--- src/rtl/serial_frame_rx.sv ---
// Serial frame receiver: start bit, DATA_W data bits LSB first, optional even parity, stop bit.
// Produces a registered word with one-cycle valid/perr/ferr strobes and wrapping frame counters.
module serial_frame_rx #(
    parameter int unsigned DATA_W    = 8,
    parameter int unsigned PARITY_EN = 1,
    parameter int unsigned CNT_W     = 8
) (
    input  logic              clk,
    input  logic              reset,
    input  logic              din,
    output logic [DATA_W-1:0] data,
    output logic              valid,
    output logic              perr,
    output logic              ferr,
    output logic              busy,
    output logic [CNT_W-1:0]  good_cnt,
    output logic [CNT_W-1:0]  bad_cnt
);

    localparam int unsigned BitCntW = $clog2(DATA_W);
    localparam logic [BitCntW-1:0] LastBit = BitCntW'(DATA_W - 1);

    typedef enum logic [1:0] {
        StIdle   = 2'd0,
        StData   = 2'd1,
        StParity = 2'd2,
        StStop   = 2'd3
    } state_e;

    state_e              state_q, state_d;
    logic [BitCntW-1:0]  bit_cnt_q, bit_cnt_d;
    logic [DATA_W-1:0]   shreg_q, shreg_d;
    logic                acc_q, acc_d;
    logic                par_ok_q, par_ok_d;
    logic [DATA_W-1:0]   data_q, data_d;
    logic                valid_q, valid_d;
    logic                perr_q, perr_d;
    logic                ferr_q, ferr_d;
    logic                busy_q, busy_d;
    logic [CNT_W-1:0]    good_q, good_d;
    logic [CNT_W-1:0]    bad_q, bad_d;

    always_comb begin
        state_d   = state_q;
        bit_cnt_d = bit_cnt_q;
        shreg_d   = shreg_q;
        acc_d     = acc_q;
        par_ok_d  = par_ok_q;
        data_d    = data_q;
        valid_d   = 1'b0;
        perr_d    = 1'b0;
        ferr_d    = 1'b0;
        good_d    = good_q;
        bad_d     = bad_q;

        case (state_q)
            StIdle: begin
                if (!din) begin
                    state_d   = StData;
                    bit_cnt_d = '0;
                    shreg_d   = '0;
                    acc_d     = 1'b0;
                    // Without a parity bit every frame is parity-clean.
                    par_ok_d  = 1'b1;
                end
            end
            StData: begin
                shreg_d   = {din, shreg_q[DATA_W-1:1]};
                acc_d     = acc_q ^ din;
                bit_cnt_d = bit_cnt_q + BitCntW'(1);
                if (bit_cnt_q == LastBit) begin
                    state_d = (PARITY_EN != 0) ? StParity : StStop;
                end
            end
            StParity: begin
                par_ok_d = ~(acc_q ^ din);
                state_d  = StStop;
            end
            StStop: begin
                state_d = StIdle;
                if (din && par_ok_q) begin
                    data_d  = shreg_q;
                    valid_d = 1'b1;
                    good_d  = good_q + CNT_W'(1);
                end else begin
                    perr_d = ~par_ok_q;
                    ferr_d = ~din;
                    bad_d  = bad_q + CNT_W'(1);
                end
            end
            default: state_d = StIdle;
        endcase

        busy_d = (state_d != StIdle);
    end

    always_ff @(posedge clk) begin
        if (reset) begin
            state_q   <= StIdle;
            bit_cnt_q <= '0;
            shreg_q   <= '0;
            acc_q     <= 1'b0;
            par_ok_q  <= 1'b0;
            data_q    <= '0;
            valid_q   <= 1'b0;
            perr_q    <= 1'b0;
            ferr_q    <= 1'b0;
            busy_q    <= 1'b0;
            good_q    <= '0;
            bad_q     <= '0;
        end else begin
            state_q   <= state_d;
            bit_cnt_q <= bit_cnt_d;
            shreg_q   <= shreg_d;
            acc_q     <= acc_d;
            par_ok_q  <= par_ok_d;
            data_q    <= data_d;
            valid_q   <= valid_d;
            perr_q    <= perr_d;
            ferr_q    <= ferr_d;
            busy_q    <= busy_d;
            good_q    <= good_d;
            bad_q     <= bad_d;
        end
    end

    assign data     = data_q;
    assign valid    = valid_q;
    assign perr     = perr_q;
    assign ferr     = ferr_q;
    assign busy     = busy_q;
    assign good_cnt = good_q;
    assign bad_cnt  = bad_q;

endmodule

--- config.mk ---
export PLATFORM = sky130hd
export DESIGN_NAME = serial_frame_rx
export DESIGN_NICKNAME = d
export VERILOG_FILES = /design/src/rtl/serial_frame_rx.sv
export SDC_FILE = /design/constraint.sdc
export NUM_CORES = 1
export LEC_CHECK = 0
export CORE_UTILIZATION = 52
export CTS_CLUSTER_SIZE = 24
export DETAILED_ROUTE_END_ITERATION = 16
export PLACE_DENSITY = 0.79
export SYNTH_ARGS = -nofsm -noshare
export SYNTH_HDL_FRONTEND = slang
export SYNTH_SLANG_ARGS = --single-unit
--- constraint.sdc ---
create_clock -name clk -period 1.73 [get_ports clk]
set_input_delay 0.519 -clock clk [delete_from_list [all_inputs] [get_ports clk]]
set_output_delay 0.519 -clock clk [all_outputs]
set_load 0.05 [all_outputs]
# Word-level counts from Yosys, hierarchy flattened
# Index checks and enable logic that the tools add are counted.
[word_totals]
ff_bits = 43
out_inout_bits = 28
elab_cells = 49
[classes]
eq_ne = 5
n_bitwise = 6
mux = 12
n_reduce_logical = 11
addsub = 3
[ops]
columns = ["operator", "n"]
rows = [
  ["adder 8 x 1 -> 8 bit (second input constant)", 2],
  ["case mux 8 bit (2 select lines)", 1],
  ["2-to-1 mux 8 bit", 1],
  ["case mux 2 bit (4 select lines)", 1],
  ["AND reduction 2 bit", 4],
  ["case mux 3 bit (2 select lines)", 1],
  ["nonzero test 2 bit", 3],
  ["NOT 1 bit", 5],
  ["equality test 2 bit (second input constant)", 2],
  ["2-to-1 mux 2 bit", 2],
  ["case mux 1 bit (2 select lines)", 2],
  ["adder 3 x 1 -> 3 bit (second input constant)", 1],
  ["equality test 3 bit (second input constant)", 1],
  ["2-to-1 mux 1 bit", 3],
  ["2-to-1 mux 3 bit", 1],
  ["OR reduction 3 bit", 1],
  ["equality test 2 x 1 -> 1 bit (second input constant)", 1],
  ["logical NOT 2 bit", 1],
  ["inequality test 2 bit (second input constant)", 1],
  ["OR reduction 2 bit", 1],
  ["logical AND 1 bit", 1],
  ["XOR 1 bit", 1],
]

# Logic depth before layout (Yosys ltp)
[depth]
ltp_word = 4
ltp_mapped = 6

# Worst setup path after synthesis
# OpenSTA, ideal clock, no wires.
[synth_timing]
kind = "register to register"
from = "register good_q[0], in the netlist good_cnt[0]"
to = "register good_q[4], in the netlist good_cnt[4]"
period_less_slack_ps = 1674
setup_slack_ps = 56
path_stages_with_launch = 5
n_path_buf = 0
arrival_ps = 1604
t_required_ps = 1660
path_cell_list = "dfxtp_1 ha_1 inv_1 or4_1 a21oi_1"
[synth_between]
elab_chain_len = 1
[synth_lines]
columns = ["item", "line_no", "source"]
rows = [
  ["start: declaration", "40", "logic [CNT_W-1:0] good_q, good_d;"],
  ["start signal: assignment", "122", "good_q <= good_d;"],
  ["adder 8 x 1 -> 8 bit", "84", "good_d = good_q + CNT_W'(1);"],
]
# Every way passes these cells.
# A chain may end at the register's enable or synchronous reset.

# Worst setup path in the final report
[layout_timing]
from = "input port din"
to = "register bad_q[6], in the netlist bad_cnt[6]"
[layout_between]
elab_chain_len = 3
[layout_lines]
columns = ["item", "line_no", "source"]
rows = [
  ["start: declaration", "10", "input logic din,"],
  ["logical AND 1 bit", "81", "if (din && par_ok_q) begin"],
  ["NOT 1 bit (no line)", "-", ""],
  ["AND reduction 2 bit (no line)", "-", ""],
  ["end signal: assignment", "110", "bad_q <= '0;"],
  ["end signal: assignment", "123", "bad_q <= bad_d;"],
  ["end: declaration", "41", "logic [CNT_W-1:0] bad_q, bad_d;"],
]
# Every way passes these cells.

==> metrics.cfg <==
[outcome]
status=finished clean

[layout]
drive_gt1_frac=0.248
fin_area_um2=2590
final_nets=261
n_antenna_cell=0
finalNonFillerCells=300
syn_to_final_growth_pct=41.0
fillers=252

[power_and_ir_drop]
leakage_uw=0.000943
p_clk_frac=0.346
p_sw_frac=0.217
combPwrFrac=0.066
irDropWorstVdd_uv=554
p_seq_frac=0.588
p_int_uw=1350
powerDensity_nw_per_um2=667
switchingPower_uw=375

[worst_setup_path]
cp-start-kind=input pin
crit_type=in -> reg
crit_required_ns=1.98
path_max_fanout=9
arrival_ns=1.95
endpoint_kind=register

[timing]
finClkSkew_ns=0.00577
grt_setup_unrepaired=yes
max_freq_mhz=588
period_share=0.984
finalSetupViolCount=0
fin_crit_ns=1.70
maxSlewViolCount=0
slew_headroom=0.655
finalHoldViolCount=0
worst_pin_slew_ns=0.516

[hold_path]
hold_path_class=reg -> reg

[logic_synthesis]
yosysTopAreaCell=dfxtp_1
synthTopCellsByCount=dfxtp_1, nand2_1, a21oi_1, o21ai_0, nor2_1
synthCells=213
yosysMostFrequentCell=dfxtp_1
syn_area_per_cell_um2=8.62
yosys-top-cells-area=dfxtp_1, a21oi_1, nand2_1, o21ai_0, ha_1
ys_seq_area_frac=0.469
ys_warn_count=0
synth_seq_cells=43
synth_nets=220
synth-async-reset-ratio=0
ys_types=34
netlist_area_um2=1840
synth_ff_type=dfxtp_1
synth.top_cell.area_share=0.469
synth-edff-count=0

[drt]
drt-pass1-iter-count=4
drtIter0Drc=79
drc=0
finalWirelength_um=3710
route.vias.total=1621
ant_nets=0
vias_per_cell=5.40
post_drt_wl_per_cell_um=12.4

[placed_design]
gp_congestion=0.786
postPlaceCellArea_um2=2510
dp.cells=293
post-dp-hpwl_um=2670
numPortBuffers=30

[die]
rows=21
die_y_um=61.4
ios=31
design.core.area_um2=3360
initial_core_util=0.546
fp.dieW_um=61.4
die-area_um2=3770

[job]
drv_cap=0

[clock_network]
h-tree-depth=2
cts.clk_slew.worst_paths_ns=0.12
cts_tree=done
postCtsHoldBufs=0
cts_sinks=43
worstSkewPairLatency_ns=0.34
root_buffer=clkbuf_4
ctsLongestPathBuffers=2
cts_made_buffers=5

[global_route]
grt_pass1_vias=1401
antenna_found_initial=0
grt_pass1_wl_um=6110
overflow=0
grt_start_max_net_pins=21
grt_usage=0.222

per-layer routing:
layer	wire, um	vias up	GRT usage
met5	0	-	0
met2	1850	47	0.377
met1	1640	751	0.263
li1	-	817	-
met4	50	0	0.0921
met3	172	6	0.0651
cell type report:
class	instances	area [um^2]	area share
clock buffers	6	41.3	0.0160
multi-input cells	148	861	0.333
clock inverters	1	30.0	0.0116
inverters	7	26.3	0.0102
repair buffers	49	711	0.275
well taps	46	57.6	0.0222
flip-flops and latches	43	861	0.333
logic make-up (layout without fill, tap and decap cells):
group / count (synthesis) / after routing / synth area share
xor gates and xnor gates: 2 / 2 / 0.00955
and+or+nand+nor: 83 / 83 / 0.236
AOI/OAI and AO/OA: 53 / 53 / 0.155
buffers and inverters: 22 / 63 / 0.0668
adders and majority gates: 4 / 4 / 0.0273
DFF: 43 / 43 / 0.469
muxes: 6 / 6 / 0.0368
state kept, by name, summed over array words and instances, names as in the netlist:
signal     cells
bad_cnt        8
data           8
good_cnt       8
shreg_q        8
bit_cnt_q      3
state_q        2
acc_q          1
busy           1
ferr           1
par_ok_q       1
perr           1
valid          1
worst paths after layout:
check,cells after the start,startpoint,to,slack (ns)
max,5,din,bad_cnt[6],0.03
min,2,shreg_q[0],data[0],0.46
max reg2reg,5,state_q[0],good_cnt[2],0.18
min reg2reg,2,shreg_q[0],data[0],0.46
layout by cell type (no fill, tap or decap), types with 5 or more instances in the layout:
master and instances:
dfxtp_1 43, nand2_1 33, a21oi_1 30, buf_12 27, buf_4 20, o21ai_0 16
nor2_1 11, nor2b_1 8, inv_1 7, clkbuf_4 5
per-stage QoR:
stage / power [uW] / worst slack [ns] / utilization / TNS [ns] / hold slack, ns
6_report: 1730 / 0.0285 / 0.769 / 0 / 0.464
5_1_grt: 1790 / -0.000407 / 0.769 / -0.000407 / 0.485
4_1_cts: 1730 / 0.0277 / 0.769 / 0 / 0.464
3_5_place_dp: 1150 / -0.389 / 0.746 / -7.51 / 0.448
3_3_place_gp: 1140 / -0.320 / 0.746 / -6.73 / 0.441
2_1_floorplan: 1100 / 0.0559 / - / 0 / 0.428
power by group through the flow:
stage,Sequential [uW],Clock [uW],Combinational [uW]
2_1_floorplan,1040,0,61.5
3_3_place_gp,1040,0,109
3_5_place_dp,1040,0,113
4_1_cts,1010,605,114
5_1_grt,1020,652,122
6_report,1010,598,114
timing repair:
item                       CTS  global route
gates resized for setup      1             1
buffers inserted             0             0
setup endpoints to repair    1             5
pin swaps                    0             0
critical path, cell delays in order:
cell and delay, ns:
clkdlybuf4s50_1 0.43, buf_4 0.15, and2_4 0.18, nor4_1 0.29
mux2_2 0.37
Note: power is estimated with default switching activity, not from simulation.
==> RTL change 1, RTL diff (config.mk and constraints unchanged) <==
Make the reset (`reset`) asynchronous in one clocked block.
--- a/src/rtl/serial_frame_rx.sv
+++ b/src/rtl/serial_frame_rx.sv
@@ -96,3 +96,3 @@
 
-    always_ff @(posedge clk) begin
+    always_ff @(posedge clk or posedge reset) begin
         if (reset) begin
Check against the original RTL: differs if reset is asserted again (counterexample within 4 cycles, from zero or initial values and one cycle with reset high); with reset held inactive, the same outputs for 10 cycles.
==> RTL change 1 against the original RTL <==
- non-clock buffer count down 11
- wire length fell by 6.2%
- sequential cell count unchanged
- critical path depth down 1
- first-iteration DRC count fell by 47%
- synthesized area is 4.8% lower
- design area decreased by 3.6%
- worst setup slack better by 0.11 ns
- hold slack better by 0.045 ns
- core utilization increased by 2.8 points
- critical path type unchanged
- critical endpoint is now acc_q$_DFFE_PP0P_
Power is not compared: it rests on default switching activity, and its combinational part moved more than twofold at a synthesized area within 25%.
==> RTL change 1: results (changes against the original RTL) <==
stage	metric	value	unit	change
route	Routed WL per cell	14.8	microns	+20%
logic_synthesis	mux cell area share after synthesis	1.29	%	-2.4 points
finish	multi-input combinational area share	25.5	%	-7.7 points
global_routing	total routing usage reported by global routing	24.0	%	+1.8 points
route	vias	1211		-25%
finish	share of layout cells above drive strength 1	26.2	%	+1.4 points
place	GP Congestion	0.802		+2.0%
place	# port buffers	30		unchanged
critical_path	Crit-path slowest cell	clkdlybuf4s50_1		
critical_path	CP Launch Point	din		
place	DP HPWL	2610	microns	-2.3%
logic_synthesis	Yosys warnings	0		unchanged
logic_synthesis	ys flop type	dfrtp_1		
finish	bufs w/o clock	38		-22%
logic_synthesis	xor/xnor share of the synthesized area	7.52	%	+6.6 points
timing	clock skew	0.00911	ns	+0.00334 ns
finish	sequential share of cell area	43.2	%	+9.9 points
logic_synthesis	Synth async-reset ratio	100	%	+100 points
critical_path	Worst Reg2Reg Path Length in Cells	6		+1
logic_synthesis	Post-synth top cells	dfrtp_1 (43), nand2_1 (36), a22o_1 (10)		
route	initial detailed-routing violation count	42		-47%
logic_synthesis	synthesized-area fraction occupied by adder cells	2.87	%	+0.14 points
critical_path	r2r setup slk	0.29	ns	+0.11 ns
global_routing	largest net degree at the start of global routing	44		+110%
finish	flip-flop and latch area	1080	sq um	+25%
logic_synthesis	sequential share of the synthesized area	61.6	%	+15 points
global_routing	first-pass GRT wire length	6040	microns	-1.1%
finish	Final nets	198		-24%
clock_network	CTS Buffer Depth	2		unchanged
floorplan	CORE AREA	3130	sq um	-7.0%
critical_path	CP endpoint	acc_q$_DFFE_PP0P_		
timing	slew margin rel.	77.4	%	+12 points
logic_synthesis	Compound-Gate Fraction of Synth Area	7.88	%	-7.6 points
outcome	status	finished clean		
finish	count of multi-input gates	99		-33%
critical_path	crit path DAT	1.83	ns	-0.12 ns
critical_path	crit path max fanout	11		+2
place	Placed Area	2440	sq um	-2.8%
critical_path	FF-to-FF Start	state_q[0]$_DFF_PP0_		
logic_synthesis	Yosys cell types	26		-24%
worst_hold_path	worst hold-check path type	in2async		
global_routing	vias in the first global route	1293		-7.7%
clock_network	post-cts sizing count	0		-1
finish	ClkCell Share	2.26	%	-0.50 points
logic_synthesis	largest cells by area after synthesis	dfrtp_1 (62%), nand2_1 (7.7%), a22o_1 (5.0%)		
critical_path	CP max stage delay	0.52	ns	+0.09 ns
finish	diode count	0		unchanged
clock_network	H-tree depth	2		unchanged
clock_network	Worst-path clk slew	0.12	ns	about the same
finish	Data buffer area share	26.2	%	-1.3 points
finish	Non-clk invs	4		-3
logic_synthesis	syn_nets	157		-29%
critical_path	R2R Path End	good_cnt[7]$_DFFE_PP0P_		
clock_network	total CTS buffers	5		unchanged
finish	# fillers	169		-33%
RTL change 1: metrics by stage:
step                      hold WS [ns]  worst slack, ns  total power [uW]  instances
after floorplan                  0.439            0.208              2500        150
after global placement           0.466           -0.142              3280        228
after detailed placement         0.487           -0.219              3370        228
after CTS                        0.509            0.148              3850        235
after global routing             0.536           0.0719              4040        235
final                            0.509            0.136              3830        235
RTL change 1: power breakdown:
group	total (uW)	internal (uW)	switching, uW
clock network	478	189	290
registers	1650	1290	358
logic	1700	833	871
RTL change 1: routing by layer:
metal	vias up	part of all wire (%)	wire [microns]	global-route usage (%)
met1	583	41	1410	29.5
met2	37	53	1840	39.4
met4	0	2.8	98	14.0
met3	9	3.7	128	4.76
li1	582	-	-	-
met5	-	0	0	0
RTL change 1: worst reg2reg max path: cells and delay by family (launching register included):
family	cells	cell delay, ns
xor gates and xnor gates	1	0.17
buffers and inverters	1	0.09
DFF	1	0.47
and+or+nand+nor	4	0.64
==> RTL change 2, RTL diff (config.mk and constraints unchanged) <==
Made on the original files. `CNT_W`: 8 -> 7.
--- a/src/rtl/serial_frame_rx.sv
+++ b/src/rtl/serial_frame_rx.sv
@@ -5,3 +5,3 @@
     parameter int unsigned PARITY_EN = 1,
-    parameter int unsigned CNT_W     = 8
+    parameter int unsigned CNT_W     = 7
 ) (
Interface: changed (resized bad_cnt and good_cnt); port bits go from 31 to 29. The function was not compared with the original's and may differ.
==> RTL change 2 against the original RTL <==
- wire length fell by 6.0%
- sequential cell count fell by 2
- critical path type unchanged
- power fell by 1.7%
- worst setup slack improved by 0.031 ns
- design area fell by 8.7%
- hold slack improved by 0.0074 ns
- final cell count fell by 8.3%
- synthesized area fell by 9.4%
- die area fell by 9.1%
==> RTL change 2: results (changes against the original RTL) <==
stage	metric	value	unit	change
route	WL final	3490	microns	-6.0%
finish	share of layout cells above drive strength 1	22.5	%	-2.3 points
power_and_ir_drop	Clk pwr share	37.4	%	+2.8 points
power_and_ir_drop	combinational power	97.5	uW	-14%
finish	Final nets	237		-9.2%
place	Placed Area	2280	sq um	-9.1%
power_and_ir_drop	Leak Pwr	0.000850	uW	-9.8%
logic_synthesis	average cell area after synthesis	8.48	sq um	-1.5%
global_routing	total routing usage reported by global routing	23.2	%	+1.0 points
global_routing	vias in the first global route	1439		+2.7%
critical_path	r2r setup slk	0.22	ns	+0.04 ns
outcome	status	finished clean		
logic_synthesis	Post-synth top cells	dfxtp_1 (41), nand2_1 (33), a21oi_1 (32)		
critical_path	crit-path leading delay family	simple AND/OR/NAND/NOR gates		
logic_synthesis	Yosys cell types	30		-12%
finish	non-filler instance count after layout	275		-8.3%
critical_path	CP max stage delay	0.47	ns	+0.04 ns
timing	clock skew	0.0166	ns	+0.0109 ns
logic_synthesis	largest cells by area after synthesis	dfxtp_1 (49%), a21oi_1 (9.6%), nand2_1 (7.4%)		
power_and_ir_drop	power share of the combinational group	5.7	%	-0.9 points
worst_hold_path	min-delay src	shreg_q[0]$_SDFFE_PP0P_		
power_and_ir_drop	Max VDD drop	0.000455	V	-18%
finish	Design Area, Final	2360	sq um	-8.7%
timing	Worst Hold Slack	0.472	ns	+0.00741 ns
place	GP Congestion	0.784		-0.25%
place	pre-CTS WS	-0.302	ns	+0.0869 ns
critical_path	Worst Reg2Reg Path Length in Cells	3		-2
clock_network	CTS Buffer Depth	2		unchanged
logic_synthesis	syn_nets	203		-7.7%
route	initial detailed-routing violation count	45		-43%
critical_path	R2R Path End	bad_cnt[5]$_SDFFE_PP0P_		
finish	# fillers	215		-15%
timing	slew margin rel.	72.5	%	+7.0 points
power_and_ir_drop	Pint	1340	uW	-0.85%
place	DP HPWL	2520	microns	-5.5%
logic_synthesis	sequential share of the synthesized area	49.4	%	+2.5 points
place	# port buffers	28		-6.7%
place	placed insts	267		-8.9%
global_routing	largest net degree at the start of global routing	20		-4.8%
route	vias per cell	5.45		+0.88%
## RTL change 2: changes by cell type after synthesis, sizes merged, moves of 4 or more
cell / unedited run / this run
nor2: 11 / 7
buf: 12 / 6
nor4: 6 / 2
clkbuf: 3 / 9
mux2: 6 / 2
nor2b: 8 / 4
## RTL change 2: layer usage
layer | share of wire [%] | GRT usage, %
met3 | 4.1 | 6.15
met1 | 43 | 27.7
met5 | 0 | 0
met4 | 2.6 | 13.9
met2 | 50 | 37.6
## RTL change 2: cells by family (layout without fill, tap and decap cells)
logic type / after synthesis / count (layout) / share of synthesized area (%)
AND/OR/NAND/NOR: 71 / 71 / 21.4
AO/OA/AOI/OAI: 57 / 57 / 18.4
flip-flops: 41 / 41 / 49.4
buffers and inverters: 19 / 54 / 5.42
adder cells (fa/ha/maj): 4 / 4 / 3.01
XOR/XNOR: 2 / 2 / 1.05
multiplexers: 2 / 2 / 1.35
## RTL change 2: area by class of cell
class | count | share of cell area [%]
inverter | 4 | 0.635
sequential | 41 | 34.8
clock inverter | 1 | 1.27
tap | 44 | 2.33
multi-input combinational | 136 | 31.8
clock buffer | 7 | 2.33
timing repair buffer | 42 | 26.8
## RTL change 2: worst max path at each step
stage / startpoint / slack (ns) / to / depth (start not counted)
2_1_floorplan: din / 0.02 / bad_cnt[6]$_SDFFE_PP0P_ / 5
3_3_place_gp: din / -0.28 / bad_cnt[5]$_SDFFE_PP0P_ / 4
3_5_place_dp: din / -0.30 / bad_cnt[5]$_SDFFE_PP0P_ / 4
4_1_cts: din / 0.09 / bad_cnt[5]$_SDFFE_PP0P_ / 4
5_1_grt: din / -0.004 / bad_cnt[5]$_SDFFE_PP0P_ / 4
6_report: din / 0.06 / bad_cnt[2]$_SDFFE_PP0P_ / 5
